File: src/rtl/reg_file_sb.sv
// Register file with a per-register busy scoreboard and a sequential clear sweep.
// Reads are combinational, with optional same-cycle write forwarding; all state updates on Clk.
module reg_file_sb #(
    parameter int WIDTH  = 16,
    parameter int N_REGS = 8,
    parameter int ADDR_W = $clog2(N_REGS),
    parameter int BYPASS = 1
) (
    input  logic              Clk,
    input  logic              Reset,
    input  logic              WR_EN,
    input  logic [ADDR_W-1:0] WR_ADDR,
    input  logic [WIDTH-1:0]  WR_DATA,
    input  logic [ADDR_W-1:0] RD_ADDR_A,
    input  logic [ADDR_W-1:0] RD_ADDR_B,
    output logic [WIDTH-1:0]  RD_DATA_A,
    output logic [WIDTH-1:0]  RD_DATA_B,
    output logic              RD_BUSY_A,
    output logic              RD_BUSY_B,
    input  logic              ISSUE_EN,
    input  logic [ADDR_W-1:0] ISSUE_ADDR,
    input  logic              CLEAR_START,
    output logic              CLEAR_BUSY
);
    typedef enum logic {ST_IDLE, ST_CLEAR} state_t;

    state_t            r_state;
    state_t            w_state_nxt;
    logic [ADDR_W-1:0] r_cnt;
    logic [WIDTH-1:0]  r_mem [N_REGS];
    logic [N_REGS-1:0] r_busy;
    logic              w_idle;
    logic              w_cnt_last;
    logic              w_byp_a;
    logic              w_byp_b;

    assign w_idle     = (r_state == ST_IDLE);
    assign w_cnt_last = (r_cnt == ADDR_W'(N_REGS - 1));
    assign CLEAR_BUSY = (r_state == ST_CLEAR);

    always_comb begin
        w_state_nxt = r_state;
        case (r_state)
            ST_IDLE:  if (CLEAR_START) w_state_nxt = ST_CLEAR;
            ST_CLEAR: if (w_cnt_last)  w_state_nxt = ST_IDLE;
            default:  w_state_nxt = ST_IDLE;
        endcase
    end

    always_ff @(posedge Clk) begin
        if (Reset) begin
            r_state <= ST_IDLE;
            r_cnt   <= '0;
        end else begin
            r_state <= w_state_nxt;
            if (r_state == ST_CLEAR)
                r_cnt <= w_cnt_last ? '0 : r_cnt + 1'b1;
        end
    end

    // Issue is assigned after writeback so a same-address collision leaves the bit set.
    always_ff @(posedge Clk) begin
        if (Reset) begin
            for (int i = 0; i < N_REGS; i++)
                r_mem[i] <= '0;
            r_busy <= '0;
        end else if (w_idle) begin
            if (WR_EN) begin
                r_mem[WR_ADDR]  <= WR_DATA;
                r_busy[WR_ADDR] <= 1'b0;
            end
            if (ISSUE_EN)
                r_busy[ISSUE_ADDR] <= 1'b1;
        end else begin
            r_mem[r_cnt]  <= '0;
            r_busy[r_cnt] <= 1'b0;
        end
    end

    assign w_byp_a = (BYPASS != 0) && WR_EN && w_idle && (RD_ADDR_A == WR_ADDR);
    assign w_byp_b = (BYPASS != 0) && WR_EN && w_idle && (RD_ADDR_B == WR_ADDR);

    // Outputs are forced to zero while Reset is held so a pending write cannot leak through.
    always_comb begin
        RD_DATA_A = r_mem[RD_ADDR_A];
        RD_BUSY_A = r_busy[RD_ADDR_A];
        if (Reset) begin
            RD_DATA_A = '0;
            RD_BUSY_A = 1'b0;
        end else if (w_byp_a) begin
            RD_DATA_A = WR_DATA;
            RD_BUSY_A = 1'b0;
        end
    end

    always_comb begin
        RD_DATA_B = r_mem[RD_ADDR_B];
        RD_BUSY_B = r_busy[RD_ADDR_B];
        if (Reset) begin
            RD_DATA_B = '0;
            RD_BUSY_B = 1'b0;
        end else if (w_byp_b) begin
            RD_DATA_B = WR_DATA;
            RD_BUSY_B = 1'b0;
        end
    end
endmodule

File: config.mk
export PLATFORM = sky130hd
export DESIGN_NAME = reg_file_sb
export DESIGN_NICKNAME = d
export VERILOG_FILES = /design/src/rtl/reg_file_sb.sv
export SDC_FILE = /design/constraint.sdc
export NUM_CORES = 1
export LEC_CHECK = 0
export CORE_ASPECT_RATIO = 1.25
export CORE_UTILIZATION = 55
export CTS_CLUSTER_SIZE = 14
export DETAILED_ROUTE_END_ITERATION = 8
export PLACE_DENSITY = 0.79
export SETUP_SLACK_MARGIN = 0.1
export SLEW_MARGIN = 10
export SYNTH_ARGS = -nofsm -noshare
export SYNTH_HDL_FRONTEND = slang
export SYNTH_SLANG_ARGS = --single-unit
File: constraint.sdc
create_clock -name Clk -period 5.61 [get_ports Clk]
set_input_delay 0.8415 -clock Clk [delete_from_list [all_inputs] [get_ports Clk]]
set_output_delay 0.8415 -clock Clk [all_outputs]
set_load 0.02 [all_outputs]
## Word-level counts from Yosys, hierarchy flattened

Memory sizes are Yosys's and may differ from the RTL's.
Index checks and enable logic that the tools add are counted.

- RAM bits: 128
- Bits of input ports: 33
- Bits in registers: 12
- Output and inout port bits: 35
- Memories kept: 1
- Logic and storage cells: 72

Memory list:

| name | words | bits a word | read ports | clocked after memory_dff | wr ports | line | text |
|---|---|---|---|---|---|---|---|
| r_mem | 8 | 16 | 2 | 0 | 8 | 30 | `logic [WIDTH-1:0] r_mem [N_REGS];` |

- Equality and inequality tests: 3
- Bitwise operators: 6
- $add $sub $neg: 1
- Multiplexer cells: 42
- Order comparisons: 8
- Reduce and logical (&&, ||, !) cells: 8

Operators by type and width:

| kind | number |
|---|---|
| 16-bit two-way mux | 6 |
| 8-bit two-way mux | 5 |
| 16-bit OR reduction | 2 |
| 1-bit two-way mux | 22 |
| 3-bit by 4-bit less-than comparator with 1-bit output (second input constant) | 5 |
| 8-bit bitwise AND | 2 |
| 8-bit NOT | 2 |
| 1-bit demux with 3-bit select | 3 |
| 3-bit by 1-bit greater-or-equal comparator with 1-bit output (second input constant) | 3 |
| 3-bit two-way mux | 3 |
| 8-bit OR | 1 |
| 1-bit binary-select mux with 3-bit select | 2 |
| 3-bit == test | 2 |
| 1-bit logical AND | 6 |
| 3-bit by 1-bit adder with 3-bit output (second input constant) | 1 |
| 3-bit == test (second input constant) | 1 |
| 1-bit case mux with 2 select lines | 1 |
| 1-bit NOT | 1 |

## Logic depth before layout (Yosys ltp)

Gate-level depths: netlist of the first run.

- Word-level depth: 12
- Mapped depth: 7
- Gate-level depth less buffers: 5

## Least setup slack after synthesis of the first run

No wires, ideal clock.

- Kind: input -> output
- Start point: input port RD_ADDR_B[2]
- End point: output port RD_DATA_B[10]
- Arrival: 2.289 ns
- Stages on the path: 7
- Data required time: 4.769 ns
- Setup slack: 2.480 ns
- Path buffers: 3
- Cell sequence: clkbuf_1 > xnor2_1 > and4_1 > clkbuf_1 > buf_2 > a211oi_1 > nor3_1

- Longest elaborated chain between the ends: 4
- Elaborated cells between the ends (all ways): 5
- Classes of those cells: eq/ne (1); mux (2); reduce/logical (1); memory (1)

Ends and longest elaborated chain:

| element | line | text |
|---|---|---|
| from (decl) | 15 | `input logic [ADDR_W-1:0] RD_ADDR_B,` |
| branches (longest 2 deep; another with memory read 8 x 16 bit) | -- |  |
| 16-bit two-way mux (*) | 102 | `end else if (w_byp_b) begin` |
| 16-bit two-way mux (*) | 99 | `if (Reset) begin` |
| to (decl) | 17 | `output logic [WIDTH-1:0] RD_DATA_B,` |

Every way passes the cells marked *.

## Final worst setup path of the first run

- Start point: input port RD_ADDR_B[1]
- End point: output port RD_DATA_B[11]

The elaborated chain is that of the path after synthesis.

==> results by group, run 1 <==
Synthesis
  • Net count after synthesis: 689
  • Yosys Warn Count: 0
  • Ys async rst share: 0%
  • Number of synthesized flops with an enable pin: between 100 and 150
  • Distinct cells, synth: 33
  • Syn Area/Cell: between 10 and 15 um2
  • Synth Cell Area: 0.00774 mm2
  • Main synth FF type: edfxtp_1
  • Post-synth top area share: a little under 50%
  • Sequential area share after synthesis: about 53%
  • Mapped Cells: 654
  • Leading area contributor after synthesis: edfxtp_1
  • Flops & latches, synth: between 100 and 150
  • Top cells by area, synth: edfxtp_1 50%, mux4_2 11%, mux2i_1 9.1%

Timing
  • Setup TNS: 0 ns
  • RSZ-0062 raised after global routing: false
  • F_max: roughly 0.21 GHz
  • Worst slew pin tran: 1.11 ns
  • Setup violations, final: 0
  • Fin. Hold Viols: 0
  • Final Cycle Share: 84.2%
  • Fin. max-slew vios: 0
  • Clock skew: between 0.005 and 0.006 ns
  • Rel. slew slack: 25.7%
  • Fin crit period: 4.72 ns
  • Worst setup margin: between 0.8 and 0.9 ns

Placed design
  • IO buf count: 67
  • Dpl hpwl: roughly 14 mm
  • DP Worst Slack: 0.966 ns
  • Gp weighted congestion: just over 1

Power and ir drop
  • Pleak: roughly 0.0033 uW
  • Max rail drop VDD: 0.221 mV
  • Pwr Density: about 300 mW/mm2

Route
  • Via count: ~6.0k
  • DRT iter0 DRCs: a little under 600
  • Routed wire length per instance: approximately 24 um
  • Routed wire length: 21.1 mm
  • DRC viols: 0
  • Detail Route Antenna Nets: 0
  • First-pass DRT Iterations: 6
  • DR vias/cell: about 6.7

Cells and area
  • Fillers: 1031
  • Multi-input logic area: approximately 0.0034 mm2
  • Ant diodes: 0
  • Final Util: around 65%
  • Most common cell after layout, fill and taps aside: nor2_1
  • Total Nets Final: 735
  • Share of cells above drive strength 1: 12.8%
  • Layout area overhead: 16.2%
  • Seq. cell area: 0.00408 mm2
  • Commonest non-fill, non-tap cells in the layout: 168 x nor2_1, 128 x edfxtp_1, 70 x mux2i_1, 64 x clkdlybuf4s50_1, 38 x mux4_2

Clock tree
  • CTS root buf: clkbuf_16
  • Post_cts resized: 0
  • Worst-skew pair later-pin latency: 0.42 ns
  • H-tree Lvls: 4
  • Clock transition at path regs: approximately 0.060 ns
  • TritonCTS clock tree: built
  • Num CTS Buffers: 17
  • Clk sink count: 140
  • CTS Buffer Depth: 2
  • Post-CTS Setup Bufs: 0
  • Cts hold-fix bufs: 0

Die
  • Core area: ~0.014 mm2
  • Die height: around 130 um
  • Io pins: a little under 70
  • Site Rows: 48
  • Die ar.: about 0.015 mm2
  • Die width: around 110 um
  • Initial Util: between 50% and 60%

Global route
  • Total track usage: a little under a third
  • Pin count of the biggest net entering global routing: 58
  • GRT overflow: 0
  • Initial antenna violation count: 0
  • First-pass GRT wire length: about 32 mm
  • Vias in the first global route: 5730

Worst hold path
  • Hold Crit Class: reg -> reg

Critical path
  • CP max FO: 15
  • Critical Path AT: a little under 4 ns
  • Setup CP Type: in -> out
  • Crit end category: output port
  • Startpoint Class: input port
  • CP required: ~4.8 ns

Job
  • Maxcap violations: 0

Status
  • Status: completed
[report_power, final]
group	leakage [uW]	internal [uW]	switching, uW
combinational	0.00158	162	238
sequential	0.00143	1190	28.5
clock	0.000276	688	427
total	0.00328	2040	694
[final timing paths]
| path | start | endpoint | slack, ns | cells after the start |
|---|---|---|---|---|
| worst min register to register | r_busy[5] | r_busy[5] | 0.51 | 2 |
| worst min-delay path | r_busy[5] | r_busy[5] | 0.51 | 2 |
| worst max register to register | CLEAR_BUSY | r_mem[3][12] | 2.31 | 4 |
| worst max-delay path | RD_ADDR_B[1] | RD_DATA_B[11] | 0.89 | 6 |
[Yosys cell counts (2+ instances only)]
| master | instances |
|---|---|
| nand2_1 | 27 |
| and4_1 | 2 |
| nand4_1 | 4 |
| ha_1 | 2 |
| or2_2 | 4 |
| nand2_2 | 3 |
| clkbuf_1 | 20 |
| buf_1 | 3 |
| buf_2 | 13 |
| mux2i_1 | 70 |
| buf_4 | 7 |
| o221ai_1 | 8 |
| a21oi_1 | 10 |
| nand2_4 | 4 |
| nand2b_1 | 16 |
| xnor2_1 | 6 |
| mux4_2 | 38 |
| nor3_1 | 32 |
| dfxtp_1 | 12 |
| o22ai_1 | 30 |
| nor2_1 | 168 |
| a211oi_1 | 32 |
| buf_6 | 6 |
| edfxtp_1 | 128 |
[area by class of cell]
cell class | instances | share of cell area, %
clock inverters | 15 | 1.73
multi-input cells | 464 | 37.6
inverters | 1 | 0.0418
flip-flops and latches | 140 | 45.4
well taps | 175 | 2.44
repair buffers | 76 | 8.04
clock buffers | 17 | 4.73
[through the flow]
step                      instance area, um2  hold WS (ns)  std cells  power [uW]
after floorplan                         7740         0.460        654        1490
after global placement                  8410         0.480        856        1620
after detailed placement                8410         0.497        856        1630
after CTS                               8990         0.506        888        2720
after global routing                    8990         0.525        888        2800
final                                   8990         0.506        888        2740
[logic make-up (layout without fill, tap and decap cells)]
kind of cell    Yosys count  after routing  synth area share [%]
simple gates            266            266                  15.1
buf+inv                  50            109                  3.56
flops                   140            140                  52.8
mux                     108            108                  20.1
fa+ha+maj                 2              2                 0.323
xor+xnor                  6              6                 0.679
compound gates           82             82                  7.41
[worst max-delay path: stages]
cell,delay [ns]
clkdlybuf4s50_1,0.94
nand2b_1,0.56
o22ai_1,0.39
a211oi_1,0.10
nor3_1,0.36
clkdlybuf4s50_1,0.68
[sequential cells by signal, summed over array words and instances (netlist names)]
| register | flops |
|---|---|
| r_mem | 128 |
| r_busy | 8 |
| r_cnt | 3 |
| CLEAR_BUSY | 1 |
[layer usage]
layer	vias to the layer above	wire length (um)	global-route usage [%]	part of all wire [%]
met1	2894	7730	39.5	37
li1	2558	-	-	-
met3	84	2130	6.13	10
met4	0	631	11.6	3.0
met5	-	0	0	0
met2	425	10600	49.5	50
No activity file was read; power rests on OpenSTA's default activity.
==> run 2, diff against run 1 <==
--- a/config.mk
+++ b/config.mk
@@ -6,7 +6,7 @@
 export NUM_CORES = 1
 export LEC_CHECK = 0
 export CORE_ASPECT_RATIO = 1.25
-export CORE_UTILIZATION = 55
+export CORE_UTILIZATION = 53
 export CTS_CLUSTER_SIZE = 14
 export DETAILED_ROUTE_END_ITERATION = 8
 export PLACE_DENSITY = 0.79
==> constraint.sdc (replaced) <==
create_clock -name Clk -period 4.2 [get_ports Clk]
set_input_delay 0.63 -clock Clk [delete_from_list [all_inputs] [get_ports Clk]]
set_output_delay 0.63 -clock Clk [all_outputs]
set_load 0.02 [all_outputs]
==> run 2 against run 1 <==
  * Sequential share of layout area shrank 0.32 points
  * Clock-buffer cell count is 1 higher
  * Core utilization is 2.3 points lower
  * Clock skew increased by 0.0045 ns
  * Design area is 0.71% higher
  * First-iteration DRC count rose by 16%
  * Critical path type unchanged
  * Largest cell class unchanged
==> results by group, run 2 (same netlist as run 1, synthesis figures left out) <==
Status
  • Status: completed (unchanged)

Cells and area
  • Layout area overhead: 17.0% (was 16.2%)
  • Commonest non-fill, non-tap cells in the layout: 168 x nor2_1, 128 x edfxtp_1, 70 x mux2i_1, 64 x clkdlybuf4s50_1, 38 x mux4_2 (unchanged)
  • Ant diodes: 0 (unchanged)
  • Max reg flops: 128 (unchanged)
  • Total Nets Final: 746 (was 735)
  • Biggest regs: r_mem (128), r_busy (8), r_cnt (3) (unchanged)
  • Most common cell after layout, fill and taps aside: nor2_1 (unchanged)
  • Fillers: 1108 (was 1031)
  • Share of cells above drive strength 1: 14.1% (was 12.8%)
  • Final Util: 63.1% (was 65.4%)
  • Largest register by flop count: r_mem (unchanged)

Timing
  • RSZ-0062 raised after global routing: false (unchanged)
  • Worst slew pin tran: 0.957 ns (was 1.11 ns)
  • Setup violations, final: 0 (unchanged)
  • F_max: between 0.2 and 0.3 GHz
  • Final Cycle Share: roughly 94%
  • Fin. Hold Viols: 0 (unchanged)
  • Clock skew: 0.00955 ns (was 0.00510 ns)
  • Fin crit period: between 3 and 4 ns
  • Rel. slew slack: 36.2% (was 25.7%)
  • Fin. max-slew vios: 0 (unchanged)
  • Setup TNS: 0 ns (unchanged)
  • Worst setup margin: 0.241 ns (was 0.886 ns)

Power and ir drop
  • Comb power frac: 15.3% (was 14.6%)
  • Seq pwr share: 46.0% (was 44.6%)
  • Switching share of power: 26.3% (was 25.3%)
  • Net Switching: 934 uW (was 694 uW)
  • Int Pwr: 2620 uW (was 2040 uW)
  • Final Power: 3550 uW (was 2740 uW)
  • Pleak: 0.00332 uW (was 0.00328 uW)
  • Pwr Density: 392 mW/mm2 (was 304 mW/mm2)
  • Clock network power share: 38.7% (was 40.7%)
  • Max rail drop VDD: 0.383 mV (was 0.221 mV)

Global route
  • Initial antenna violation count: 0 (unchanged)
  • Met1 Use GR: 39.3% (was 39.5%)
  • Layer with the highest usage: met2 (unchanged)
  • GRT met3 Usage: 6.52% (was 6.13%)
  • Vias in the first global route: 5786 (was 5730)
  • First-pass GRT wire length: 32.7 mm (was 31.9 mm)
  • Pin count of the biggest net entering global routing: 57 (was 58)
  • GRT overflow: 0 (unchanged)
  • Grt met2 use: 49.1% (was 49.5%)
  • Total track usage: 30.4% (was 30.2%)

Clock tree
  • Clk sink count: 140 (unchanged)
  • Post_cts resized: 0 (unchanged)
  • CTS root buf: clkbuf_16 (unchanged)
  • CTS Buffer Depth: 2 (unchanged)
  • H-tree Lvls: 4 (unchanged)
  • Cts hold-fix bufs: 0 (unchanged)
  • Worst-skew pair later-pin latency: 0.44 ns (was 0.42 ns)
  • Num CTS Buffers: 17 (unchanged)
  • Clock transition at path regs: 0.05 ns (was 0.06 ns)
  • Post-CTS Setup Bufs: 0 (unchanged)
  • TritonCTS clock tree: built (unchanged)

Critical path
  • Crit end category: output port (unchanged)
  • Worst reg2reg path startpoint: CLEAR_BUSY (unchanged)
  • R2R cell count: 5 (was 4)
  • Cell chain of the critical path: clkdlybuf4s50_1 -> xnor2_1 -> and4_1 -> buf_4 -> a211oi_1 -> nor3_1 -> clkdlybuf4s50_1 (was clkdlybuf4s50_1 -> nand2b_1 -> o22ai_1 -> a211oi_1 -> nor3_1 -> clkdlybuf4s50_1)
  • CP max stage cell: clkdlybuf4s50_1 (unchanged)
  • Critical Path Most Common Cell: clkdlybuf4s50_1 (unchanged)
  • Worst Path Buf+Inv: 3 (was 2)
  • CP max FO: 13 (was 15)
  • Crit. Startpoint: RD_ADDR_A[0] (was RD_ADDR_B[1])
  • Critical Path AT: 3.33 ns (was 3.88 ns)
  • Critical Path Max Stage Delay: 0.68 ns (was 0.94 ns)
  • Critical R2R Capture: r_mem[7][0] (was r_mem[3][12])
  • Slack of the worst reg-to-reg path: 1.33 ns (was 2.31 ns)
  • CP Depth: 7 (was 6)
  • Setup CP Type: in -> out (unchanged)
  • Startpoint Class: input port (unchanged)
  • Crit path max-delay family: buffers and inverters (unchanged)
  • CP required: 3.57 ns (was 4.77 ns)

Route
  • DRT iter0 DRCs: 691 (was 596)
  • DRC viols: 0 (unchanged)
  • DR vias/cell: 6.58 (was 6.71)
  • Detail Route Antenna Nets: 0 (unchanged)
  • First-pass DRT Iterations: 6 (unchanged)
  • Routed wire length per instance: 23.9 um (was 23.8 um)
  • Via count: 5932 (was 5961)
  • Routed wire length: 21.5 mm (was 21.1 mm)

Die
  • Io pins: 68 (unchanged)
  • Initial Util: 53.9% (was 56.3%)
  • Site Rows: 49 (was 48)
  • Die ar.: 0.0151 mm2 (was 0.0146 mm2)
  • Die width: 110 um (was 108 um)
  • Die height: 137 um (was 135 um)
  • Core area: 0.0143 mm2 (was 0.0138 mm2)

Job
  • Maxcap violations: 0 (unchanged)

Placed design
  • Gp weighted congestion: 0.984 (was 1.01)
  • Dpl hpwl: 14.8 mm (was 14.3 mm)
  • DP Worst Slack: 0.314 ns (was 0.966 ns)
  • IO buf count: 67 (unchanged)

Worst hold path
  • Hold Crit Class: reg -> reg (unchanged)
  • Hold path depth: 2 (unchanged)
  • Worst Hold End: r_busy[6] (was r_busy[5])
  • Hold Startpoint: r_busy[6] (was r_busy[5])
## run 2: worst max-delay path by stage
| stage | end | slack (ns) |
|---|---|---|
| floorplan | RD_DATA_B[10] | 1.49 |
| global placement | RD_DATA_A[4] | 0.36 |
| detailed placement | RD_DATA_A[8] | 0.31 |
| CTS | RD_DATA_A[8] | 0.31 |
| global route | RD_DATA_A[8] | 0.16 |
| finish | RD_DATA_A[8] | 0.24 |
## run 2: layout make-up
| class | instances | area, um2 | area share, % |
|---|---|---|---|
| repair buffers | 87 | 831 | 9.18 |
| multi-input cells | 464 | 3380 | 37.3 |
| clock inverters | 13 | 104 | 1.15 |
| well taps | 178 | 223 | 2.46 |
| flip-flops and latches | 140 | 4080 | 45.1 |
| clock buffers | 18 | 429 | 4.74 |
| inverters | 1 | 3.75 | 0.0415 |
## run 2: worst reg2reg max path, stage by stage, from the launching register on
cell and delay (ns):
dfxtp_1 0.60, nand2b_1 0.10, buf_4 0.24, mux2i_1 0.41, nand2_2 0.35, nand2b_1 0.79
## run 2: power by group through the flow
stage                     combinational (uW)  sequential (uW)  clock [uW]
final                                    544             1630        1370
after global routing                     573             1640        1430
after CTS                                538             1630        1370
after detailed placement                 535             1660           0
after global placement                   529             1650           0
after floorplan                          343             1640           0
## run 2: routing by layer
| metal | part of all wire, % | vias up |
|---|---|---|
| met2 | 50 | 401 |
| met4 | 3.0 | 0 |
| met3 | 10 | 61 |
| met1 | 37 | 2882 |
| met5 | 0 | - |
| li1 | - | 2588 |
## run 2: metrics by stage
step | hold slack [ns] | area [um2] | instances
3_3_place_gp | 0.481 | 8520 | 870
6_report | 0.503 | 9050 | 901
2_1_floorplan | 0.460 | 7740 | 654
3_5_place_dp | 0.490 | 8520 | 870
5_1_grt | 0.519 | 9050 | 901
4_1_cts | 0.502 | 9050 | 901
